[src/rtl/transpose_stream_5_if.sv]
`default_nettype none
// ============================================================================
// Module   : transpose_stream_5_if
// Function : Row-in / column-out valid-ready bundle for transpose_stream_5.
// Revision : 1.0
// ============================================================================
interface transpose_stream_5_if #(
    parameter int N = 5
);
    localparam int c_idx_w = (N > 1) ? $clog2(N) : 1;

    logic               in_valid;
    logic               in_ready;
    logic [N-1:0]       in_row;
    logic               out_valid;
    logic               out_ready;
    logic [N-1:0]       out_col;
    logic [c_idx_w-1:0] out_idx;
    logic               out_last;

    modport master (
        output in_valid, in_row, out_ready,
        input  in_ready, out_valid, out_col, out_idx, out_last
    );

    modport slave (
        input  in_valid, in_row, out_ready,
        output in_ready, out_valid, out_col, out_idx, out_last
    );
endinterface
`default_nettype wire

[src/rtl/transpose_stream_5.sv]
`default_nettype none
// ============================================================================
// Module   : transpose_stream_5
// Function : Ping-pong NxN bit-matrix corner turn, one row in / one column out per beat.
// Revision : 1.0
// ============================================================================
module transpose_stream_5 #(
    parameter int N = 5
) (
    input  logic                 clk,
    input  logic                 rstn,
    input  logic                 flush,
    transpose_stream_5_if.slave  bus
);
    localparam int                 c_idx_w = (N > 1) ? $clog2(N) : 1;
    localparam logic [c_idx_w-1:0] c_last  = c_idx_w'(N - 1);

    logic [N-1:0]       r_bank [2][N];
    logic [1:0]         r_full;
    logic               r_wr_bank;
    logic               r_rd_bank;
    logic [c_idx_w-1:0] r_wr_cnt;
    logic [c_idx_w-1:0] r_rd_cnt;

    logic               w_in_acc;
    logic               w_out_acc;
    logic               w_out_valid;
    logic [N-1:0]       w_col;

    assign w_out_valid = r_full[r_rd_bank];
    assign w_in_acc    = bus.in_valid & ~r_full[r_wr_bank];
    assign w_out_acc   = w_out_valid & bus.out_ready;

    // Column k of the draining bank: bit i is row i, bit k.
    always_comb begin
        w_col = '0;
        for (int i = 0; i < N; i++) begin
            w_col[i] = r_bank[r_rd_bank][i][r_rd_cnt];
        end
    end

    assign bus.in_ready  = ~r_full[r_wr_bank];
    assign bus.out_valid = w_out_valid;
    assign bus.out_col   = w_out_valid ? w_col : '0;
    assign bus.out_idx   = w_out_valid ? r_rd_cnt : '0;
    assign bus.out_last  = w_out_valid & (r_rd_cnt == c_last);

    always_ff @(posedge clk or negedge rstn) begin
        if (!rstn) begin
            for (int b = 0; b < 2; b++) begin
                for (int r = 0; r < N; r++) begin
                    r_bank[b][r] <= '0;
                end
            end
            r_full    <= '0;
            r_wr_bank <= 1'b0;
            r_rd_bank <= 1'b0;
            r_wr_cnt  <= '0;
            r_rd_cnt  <= '0;
        end else if (flush) begin
            for (int b = 0; b < 2; b++) begin
                for (int r = 0; r < N; r++) begin
                    r_bank[b][r] <= '0;
                end
            end
            r_full    <= '0;
            r_wr_bank <= 1'b0;
            r_rd_bank <= 1'b0;
            r_wr_cnt  <= '0;
            r_rd_cnt  <= '0;
        end else begin
            // Fill and drain always target different banks, so both may complete together.
            if (w_in_acc) begin
                r_bank[r_wr_bank][r_wr_cnt] <= bus.in_row;
                if (r_wr_cnt == c_last) begin
                    r_full[r_wr_bank] <= 1'b1;
                    r_wr_bank         <= ~r_wr_bank;
                    r_wr_cnt          <= '0;
                end else begin
                    r_wr_cnt <= r_wr_cnt + 1'b1;
                end
            end
            if (w_out_acc) begin
                if (r_rd_cnt == c_last) begin
                    r_full[r_rd_bank] <= 1'b0;
                    r_rd_bank         <= ~r_rd_bank;
                    r_rd_cnt          <= '0;
                end else begin
                    r_rd_cnt <= r_rd_cnt + 1'b1;
                end
            end
        end
    end
endmodule
`default_nettype wire

[src/flat_wrapper.sv]
// flat-port wrapper written by rule: the top's interface ports become plain ports
module transpose_stream_5_flat 
#(
    parameter int N = 5
)
  (clk, rstn, flush, bus_in_valid, bus_in_row, bus_out_ready, bus_in_ready, bus_out_valid, bus_out_col, bus_out_idx, bus_out_last);
  transpose_stream_5_if #(.N(N)) bus_i ();
  input  logic clk;
  input  logic rstn;
  input  logic flush;
  input wire logic [$bits(bus_i.in_valid)-1:0] bus_in_valid;
  input wire logic [$bits(bus_i.in_row)-1:0] bus_in_row;
  input wire logic [$bits(bus_i.out_ready)-1:0] bus_out_ready;
  output wire logic [$bits(bus_i.in_ready)-1:0] bus_in_ready;
  output wire logic [$bits(bus_i.out_valid)-1:0] bus_out_valid;
  output wire logic [$bits(bus_i.out_col)-1:0] bus_out_col;
  output wire logic [$bits(bus_i.out_idx)-1:0] bus_out_idx;
  output wire logic [$bits(bus_i.out_last)-1:0] bus_out_last;
  assign bus_i.in_valid = bus_in_valid;
  assign bus_i.in_row = bus_in_row;
  assign bus_i.out_ready = bus_out_ready;
  assign bus_in_ready = bus_i.in_ready;
  assign bus_out_valid = bus_i.out_valid;
  assign bus_out_col = bus_i.out_col;
  assign bus_out_idx = bus_i.out_idx;
  assign bus_out_last = bus_i.out_last;
  transpose_stream_5 #(.N(N)) u_core (.clk(clk), .rstn(rstn), .flush(flush), .bus(bus_i));
endmodule
[config.mk]
export PLATFORM = sky130hd
export DESIGN_NAME = transpose_stream_5_flat
export DESIGN_NICKNAME = d
export VERILOG_FILES = /design/src/rtl/transpose_stream_5_if.sv /design/src/rtl/transpose_stream_5.sv /design/src/flat_wrapper.sv
export SDC_FILE = /design/constraint.sdc
export NUM_CORES = 1
export LEC_CHECK = 0
export ABC_CLOCK_PERIOD_IN_PS = 1700
export CORE_AREA = 8 8 91 93
export CTS_BUF_LIST = sky130_fd_sc_hd__clkbuf_8
export CTS_CLUSTER_DIAMETER = 50
export DETAILED_ROUTE_END_ITERATION = 8
export DIE_AREA = 0 0 99 101
export GPL_TIMING_DRIVEN = 0
export PLACE_DENSITY = 0.71
export SYNTH_ARGS = -nofsm -noshare
export SYNTH_HDL_FRONTEND = slang
export SYNTH_SLANG_ARGS = --single-unit
[constraint.sdc]
create_clock -name clk -period 1.7 [get_ports clk]
set_clock_uncertainty 0.05 [all_clocks]
set_input_delay 0.51 -clock clk [delete_from_list [all_inputs] [get_ports clk]]
set_output_delay 0.51 -clock clk [all_outputs]
set_load 0.05 [all_outputs]
==> results by group, run 1 <==
Critical path
  – Worst R2R Path Depth: 4
  – Reg-to-Reg Start: u_core.r_wr_cnt[1]
  – Crit path max-delay family: compound AO/OA/AOI/OAI gates
  – Arrival @ worst endpoint: 1.97 ns
  – FF-to-FF End: u_core.r_bank[43]
  – Reg2Reg Setup Slack: -0.01 ns
  – Crit. End Element: output port
  – Crit path cell chain: buf_8 -> buf_12 -> mux2i_1 -> a221o_1 -> a211oi_4 -> buf_6
  – WP data required: 1.14 ns
  – Critical Path Fanout Max: 8
  – Crit-path slowest cell: dfrtp_1
  – CP Launch Type: flip-flop
  – Setup CP Type: reg -> out
  – Worst path bufs/invs: 3
  – Worst stage delay on the critical path: 0.39 ns

Detailed routing
  – Total Wirelength: 10.1 mm
  – Drt wl/cell: 20.5 um
  – Iteration-0 DRC Markers: 313
  – Drt first pass iters: 5
  – # DRC: 0
  – Final ANT Viol Nets: 0
  – Vias: 3149
  – Vias per cell: 6.40

Synthesis
  – Area leader, netlist: dfrtp_1
  – Synth async-reset ratio: 100%
  – Adder-cell share of the synthesized area: 1.49%
  – Synth Area in XOR/XNOR: 0%
  – Simple-gate area share of the yosys netlist: 15.9%
  – Synth Net Count: 377
  – Mux cell area share after synthesis: 8.98%
  – Post-synthesis compound-gate area fraction: 21.9%
  – Synth warnings: 0
  – Cell area after synthesis: 0.00336 mm^2
  – Mean post-synth cell area: 9.25 um^2
  – Sequential fraction of the synthesis area: 44.7%
  – Number of flops mapped to enable cells by yosys: 0
  – Synth top area share: 44.7%
  – Largest family of logic cells by synthesized area: compound AO/OA/AOI/OAI gates
  – Top FF cell, synth: dfrtp_1
  – Syn Inst Count: 363
  – Flops & latches, synth: 60
  – Unique cell type count in the Yosys netlist: 38
  – Leading post-synthesis cells by cell area: dfrtp_1 (45%), a21oi_1 (8.9%), nand3_1 (8.2%)

Placed design
  – Placed instance area: 0.00374 mm^2
  – # port buffers: 14
  – Final GP Congestion: 0.845
  – Final HPWL DP: 6.33 mm

Global route
  – Initial antenna violation count: 0
  – First-pass GRT wire length: 16.2 mm
  – Vias in the first global route: 3017
  – Total track usage: 20.8%
  – Overflow after GRT: 0
  – Largest net degree at the start of global routing: 32

Pwr
  – VDD IR-drop max: 0.408 mV
  – Power Dens Cells: 664 mW/mm^2
  – Leakage power: 0.00167 uW

Clock network
  – H-tree Lvls: 3
  – Inserted Clock Buffers: 9
  – Clock slew at reported path FFs: 0.06 ns
  – Max clock buf depth: 2
  – Clock Sinks: 60
  – Root buf cell: clkbuf_8
  – CTS tree: built
  – Clk Latency, worst-skew pair: 0.33 ns

STA
  – Final WS setup: -0.829 ns
  – Worst slew pin tran: 0.711 ns
  – Final cycle utilization of the critical path: 149%
  – Min Clock Period, post-route: 2.53 ns
  – Hold Slack: 0.180 ns
  – # setup viols final: 13
  – Max Fclk: 0.395 GHz
  – RSZ-0062 raised after global routing: true
  – Setup tns final: -7.33 ns
  – Rel. slew slack: 52.6%
  – Max Slew Vio Count: 0
  – Fin. Hold Viols: 0

Floorplanning
  – Die Area: 0.0100 mm^2
  – Ports: 21
  – Die Wd: 99 um
  – Initial Util: 48.4%
  – Floorplan core area: 0.00694 mm^2
  – Row cnt: 31
  – Die H: 101 um

Final layout
  – Diode count: 0
  – Post-route cell area: 0.00438 mm^2
  – Area Growth Syn to Fin: 30.4%
  – Fraction of layout cells with a size suffix above 1: 29.5%
  – Final #Nets: 420

Outcome
  – Failing checks: negative setup slack
  – Outcome: finished, violations left

Job
  – Max Cap Viol: 0

Hold path
  – Hold WC Path Type: in -> async
==> routing by layer <==
layer / GRT usage [%] / wire [um] / vias to the layer above
met2: 33.2 / 4860 / 160
met5: 0 / 0 / -
li1: - / - / 1418
met4: 7.32 / 161 / 0
met3: 4.14 / 872 / 15
met1: 27.4 / 4170 / 1556
==> kinds of logic (layout without fill, tap and decap cells) <==
kind of cell             after synthesis  in the layout
AO/OA/AOI/OAI                        135            135
AND/OR/NAND/NOR                       92             92
flip-flops                            60             60
buffers and inverters                 50             97
multiplexers                          22             22
adder cells (fa/ha/maj)                4              4
==> power by group <==
| part | switching [uW] | internal, uW | total, uW |
|---|---|---|---|
| Clock | 534 | 585 | 1120 |
| Combinational | 220 | 106 | 327 |
| Sequential | 16.1 | 1450 | 1460 |
| Total | 770 | 2140 | 2910 |
==> sequential cells by signal (all words and copies together), names as in the netlist <==
| name | cells |
|---|---|
| u_core.r_bank | 50 |
| u_core.r_full | 2 |
| u_core.r_rd_bank | 1 |
| u_core.r_rd_cnt | 3 |
| u_core.r_wr_bank | 1 |
| u_core.r_wr_cnt | 3 |
==> worst max path at each step <==
stage	start	end	slack [ns]	cells past startpoint
after floorplan	u_core.r_rd_bank	bus_out_col[3]	-0.50	5
after global placement	rstn	u_core.r_rd_cnt[0]	-1.89	1
after detailed placement	u_core.r_rd_cnt[0]	bus_out_col[2]	-1.19	5
after CTS	u_core.r_rd_bank	bus_out_col[2]	-0.83	6
after global routing	u_core.r_rd_bank	bus_out_col[2]	-0.89	6
final	u_core.r_rd_bank	bus_out_col[3]	-0.83	6
==> stage by stage <==
stage | cells | total power (uW) | setup WS (ns) | util (%)
after floorplan | 363 | 1640 | -0.499 | -
after global placement | 459 | 1740 | -1.89 | 53.7
after detailed placement | 460 | 1750 | -1.19 | 53.9
after CTS | 483 | 2860 | -0.834 | 59.1
after global routing | 492 | 3030 | -0.887 | 63.1
final | 492 | 2910 | -0.829 | 63.1
==> cells in the mapped netlist, drive strengths merged, types with 2 or more instances <==
library cell and n:
a21oi 60, dfrtp 60, o21ai 57, nand3 55, clkbuf 25, buf 16
mux2i 11, a211oi 10, inv 9, nand2 7, nor2 7, mux2 6
a221o 5, mux4 5, ha 4, nand4b 3, nor2b 3, and2 2
nand2b 2, nand4bb 2, o31ai 2
==> timing repair <==
action | in CTS | in global routing
hold buffers | 0 | 0
setup endpoints to repair | 64 | 60
pin swaps | 11 | 15
endpoints found under the hold margin | 0 | 0
gates cloned | 0 | 3
resized for setup | 109 | 51
setup buffers | 9 | 7
==> final cells by class <==
type / instances / area, um^2
timing repair buffer: 34 / 372
multi-input combinational: 253 / 1920
inverter: 9 / 45.0
tap: 82 / 103
buffer: 39 / 270
fill: 573 / 2560
sequential: 60 / 1500
clock inverter: 4 / 17.5
clock buffer: 11 / 151
==> cells in the final DEF, fill, tap and decap left out, types with 3 or more instances in the layout <==
cell      instances
dfrtp_1          58
a21oi_1          56
nand3_1          54
o21ai_0          40
clkbuf_1         22
buf_6            15
buf_4            15
clkbuf_8         11
mux2i_1          10
o21ai_2          10
inv_1             7
nand2_1           7
buf_8             6
a211oi_4          6
o21ai_1           6
mux2_2            5
a221o_1           5
buf_12            4
buf_2             4
a211oi_2          4
nor2_1            4
a21oi_2           4
clkbuf_4          3
mux4_1            3
nor2_4            3
nand4b_1          3
Note: power is estimated with default switching activity, not from simulation.
==> run 2: changes to the inputs <==
--- a/config.mk
+++ b/config.mk
@@ -11,6 +11,7 @@
 export CTS_CLUSTER_DIAMETER = 50
 export DETAILED_ROUTE_END_ITERATION = 8
 export DIE_AREA = 0 0 99 101
+export GPL_ROUTABILITY_DRIVEN = 0
 export GPL_TIMING_DRIVEN = 0
 export PLACE_DENSITY = 0.71
 export SYNTH_ARGS = -nofsm -noshare
==> results of run 2 <==
Same layout as run 1: the final DEF is identical, and so are final timing and power.
==> run 3: changes to the inputs <==
--- a/config.mk
+++ b/config.mk
@@ -6,11 +6,11 @@
 export NUM_CORES = 1
 export LEC_CHECK = 0
 export ABC_CLOCK_PERIOD_IN_PS = 1700
-export CORE_AREA = 8 8 91 93
+export CORE_AREA = 2 2 85 87
 export CTS_BUF_LIST = sky130_fd_sc_hd__clkbuf_8
 export CTS_CLUSTER_DIAMETER = 50
 export DETAILED_ROUTE_END_ITERATION = 8
-export DIE_AREA = 0 0 99 101
+export DIE_AREA = 0 0 87 89
 export GPL_ROUTABILITY_DRIVEN = 0
 export GPL_TIMING_DRIVEN = 0
 export PLACE_DENSITY = 0.71
==> results by group, run 3 (synthesis results as in run 1) <==
Outcome
  – Outcome: finished, violations left
  – Failing checks: negative setup slack

Floorplanning
  – Die Area: 0.00774 mm^2 (-23%)
  – Die Wd: 87 um (-12%)
  – Floorplan core area: 0.00672 mm^2 (-3.2%)
  – Initial Util: 50.0% (+1.6 points)
  – Die H: 89 um (-12%)
  – Row cnt: 30 (-3.2%)
  – Ports: 21 (unchanged)

STA
  – Fin. Hold Viols: 0 (unchanged)
  – Max Fclk: 0.393 GHz (-0.70%)
  – Final cycle utilization of the critical path: 150% (+1.0 points)
  – Min Clock Period, post-route: 2.55 ns (+0.0178 ns)
  – # setup viols final: 16 (+3)
  – Rel. slew slack: 53.1% (+0.46 points)
  – Worst slew pin tran: 0.704 ns (-0.00693 ns)
  – Max Slew Vio Count: 0 (unchanged)
  – RSZ-0062 raised after global routing: true
  – Final WS setup: -0.847 ns (-0.0178 ns)
  – Setup tns final: -7.50 ns (-0.170 ns)

Detailed routing
  – DR top layer: met4
  – Vias per cell: 6.68 (+4.4%)
  – Iteration-0 DRC Markers: 464 (+48%)
  – Drt first pass iters: 5 (unchanged)
  – Drt wl/cell: 21.2 um (+3.4%)
  – # DRC: 0 (unchanged)
  – Met3 WL: 885 um (+1.5%)
  – Wire length on met2: 5.10 mm (+4.9%)
  – Met1 WL: 4.09 mm (-2.0%)
  – Final ANT Viol Nets: 0 (unchanged)
  – Vias: 3281 (+4.2%)
  – Total Wirelength: 10.4 mm (+3.2%)

Critical path
  – Crit. Startpoint: u_core.r_rd_bank
  – CP endpoint: bus_out_col[2]
  – Worst stage delay on the critical path: 0.39 ns (about the same)
  – WP data required: 1.14 ns (about the same)
  – Crit-path slowest cell: dfrtp_1
  – Worst path bufs/invs: 3 (unchanged)
  – Worst R2R Path Depth: 5 (+1)
  – Crit path max-delay family: compound AO/OA/AOI/OAI gates
  – Setup CP Type: reg -> out
  – FF-to-FF End: u_core.r_bank[46]
  – Crit path cell chain: buf_8 -> buf_12 -> mux2i_1 -> a221o_1 -> a211oi_4 -> buf_6
  – Critical Path Fanout Max: 7 (-1)
  – Reg2Reg Setup Slack: -0.03 ns (-0.02 ns)
  – Crit. End Element: output port
  – Reg-to-Reg Start: u_core.r_wr_bank
  – Arrival @ worst endpoint: 1.99 ns (+0.02 ns)
  – Levels on crit path: 6 (unchanged)
  – CP Launch Type: flip-flop

Final layout
  – Commonest non-fill, non-tap cell in the layout: dfrtp_1
  – Area Growth Syn to Fin: 32.3%
  – Most frequent cells in the layout: dfrtp_1 (58), a21oi_1 (52), nand3_1 (49)
  – Top reg by flops: u_core.r_bank
  – Final #Nets: 421 (+0.24%)
  – Top Registers: u_core.r_bank: 50 flops, u_core.r_rd_cnt: 3 flops, u_core.r_wr_cnt: 3 flops
  – Diode count: 0 (unchanged)
  – Max FFs per register: 50 (unchanged)
  – Fraction of layout cells with a size suffix above 1: 31.4% (+1.9 points)
  – Post-route cell area: 0.00444 mm^2 (+1.5%)

Clock network
  – H-tree Lvls: 3 (unchanged)
  – Clock slew at reported path FFs: 0.07 ns (about the same)
  – Root buf cell: clkbuf_8
  – Clock Sinks: 60 (unchanged)
  – Clk Latency, worst-skew pair: 0.34 ns (about the same)
  – Hold Buf Count CTS: 0 (unchanged)
  – Max clock buf depth: 2 (unchanged)
  – CTS tree: built
  – Inserted Clock Buffers: 9 (unchanged)

Global route
  – Total track usage: 27.3% (+6.5 points)
  – Largest net degree at the start of global routing: 34 (+6.3%)
  – Initial antenna violation count: 0 (unchanged)
  – Overflow after GRT: 0 (unchanged)
  – First-pass GRT wire length: 15.8 mm (-2.4%)
  – Vias in the first global route: 3108 (+3.0%)

Pwr
  – Total power: 3040 uW (+4.5%)
  – VDD IR-drop max: 0.402 mV (-1.5%)
  – Leakage power: 0.00169 uW (+1.1%)
  – Power Dens Cells: 684 mW/mm^2 (+3.0%)

Hold path
  – Hold WC Path Type: in -> async

Placed design
  – Placed instance area: 0.00374 mm^2 (about the same)
  – Final HPWL DP: 6.35 mm (+0.33%)
  – # port buffers: 14 (unchanged)

Job
  – Max Cap Viol: 0 (unchanged)
[run 3: worst min-delay path by stage]
stage                     start                 to  slack (ns)
3_5_place_dp   u_core.r_bank[9]   u_core.r_bank[9]        0.48
3_3_place_gp   u_core.r_bank[9]   u_core.r_bank[9]        0.47
2_1_floorplan              rstn   u_core.r_bank[0]        0.16
6_report                   rstn  u_core.r_bank[33]        0.15
5_1_grt                    rstn  u_core.r_bank[33]        0.21
4_1_cts                    rstn  u_core.r_bank[33]        0.18
[run 3: area by class of cell]
type                            instances  area (um^2)
Buffer                                 40          283
Inverter                                9         47.5
Timing Repair Buffer                   34          389
Clock inverter                          5         46.3
Multi-Input combinational cell        253         1940
Clock buffer                           10          138
Sequential cell                        60         1500
Tap cell                               80          100
Fill cell                             538         2280
[run 3: per-layer routing]
metal  track usage (%)  vias to the layer above
met5                 0                        -
met4              11.8                        0
met3              5.63                       32
met2              43.5                      188
met1              36.3                     1637
li1                  -                     1424
[run 3: worst reg2reg max path: cells and delay by family, from the launching register on]
family | cells | cell delay [ns]
compound gates | 2 | 0.21
buf+inv | 2 | 0.33
flops | 1 | 0.41
simple gates | 1 | 0.58
[run 3: report_power, final]
part / switching [uW] / internal, uW
clock: 550 / 690
combinational: 227 / 111
sequential: 14.7 / 1450
total: 791 / 2250
[run 3: what timing repair did]
action,4_1_cts,5_1_grt
buffers inserted,9,6
resized for setup,111,63
cloned,0,4
pin swaps,12,20
endpoints found under the setup margin,64,52
[run 3: through the flow]
step | setup WS, ns | utilization, % | instances | hold WS, ns
detailed placement | -1.18 | 55.6 | 458 | 0.480
global placement | -1.89 | 55.4 | 457 | 0.474
finish | -0.847 | 66.1 | 491 | 0.150
global route | -0.900 | 66.1 | 491 | 0.206
CTS | -0.839 | 61.6 | 481 | 0.179
floorplan | -0.499 | - | 363 | 0.164
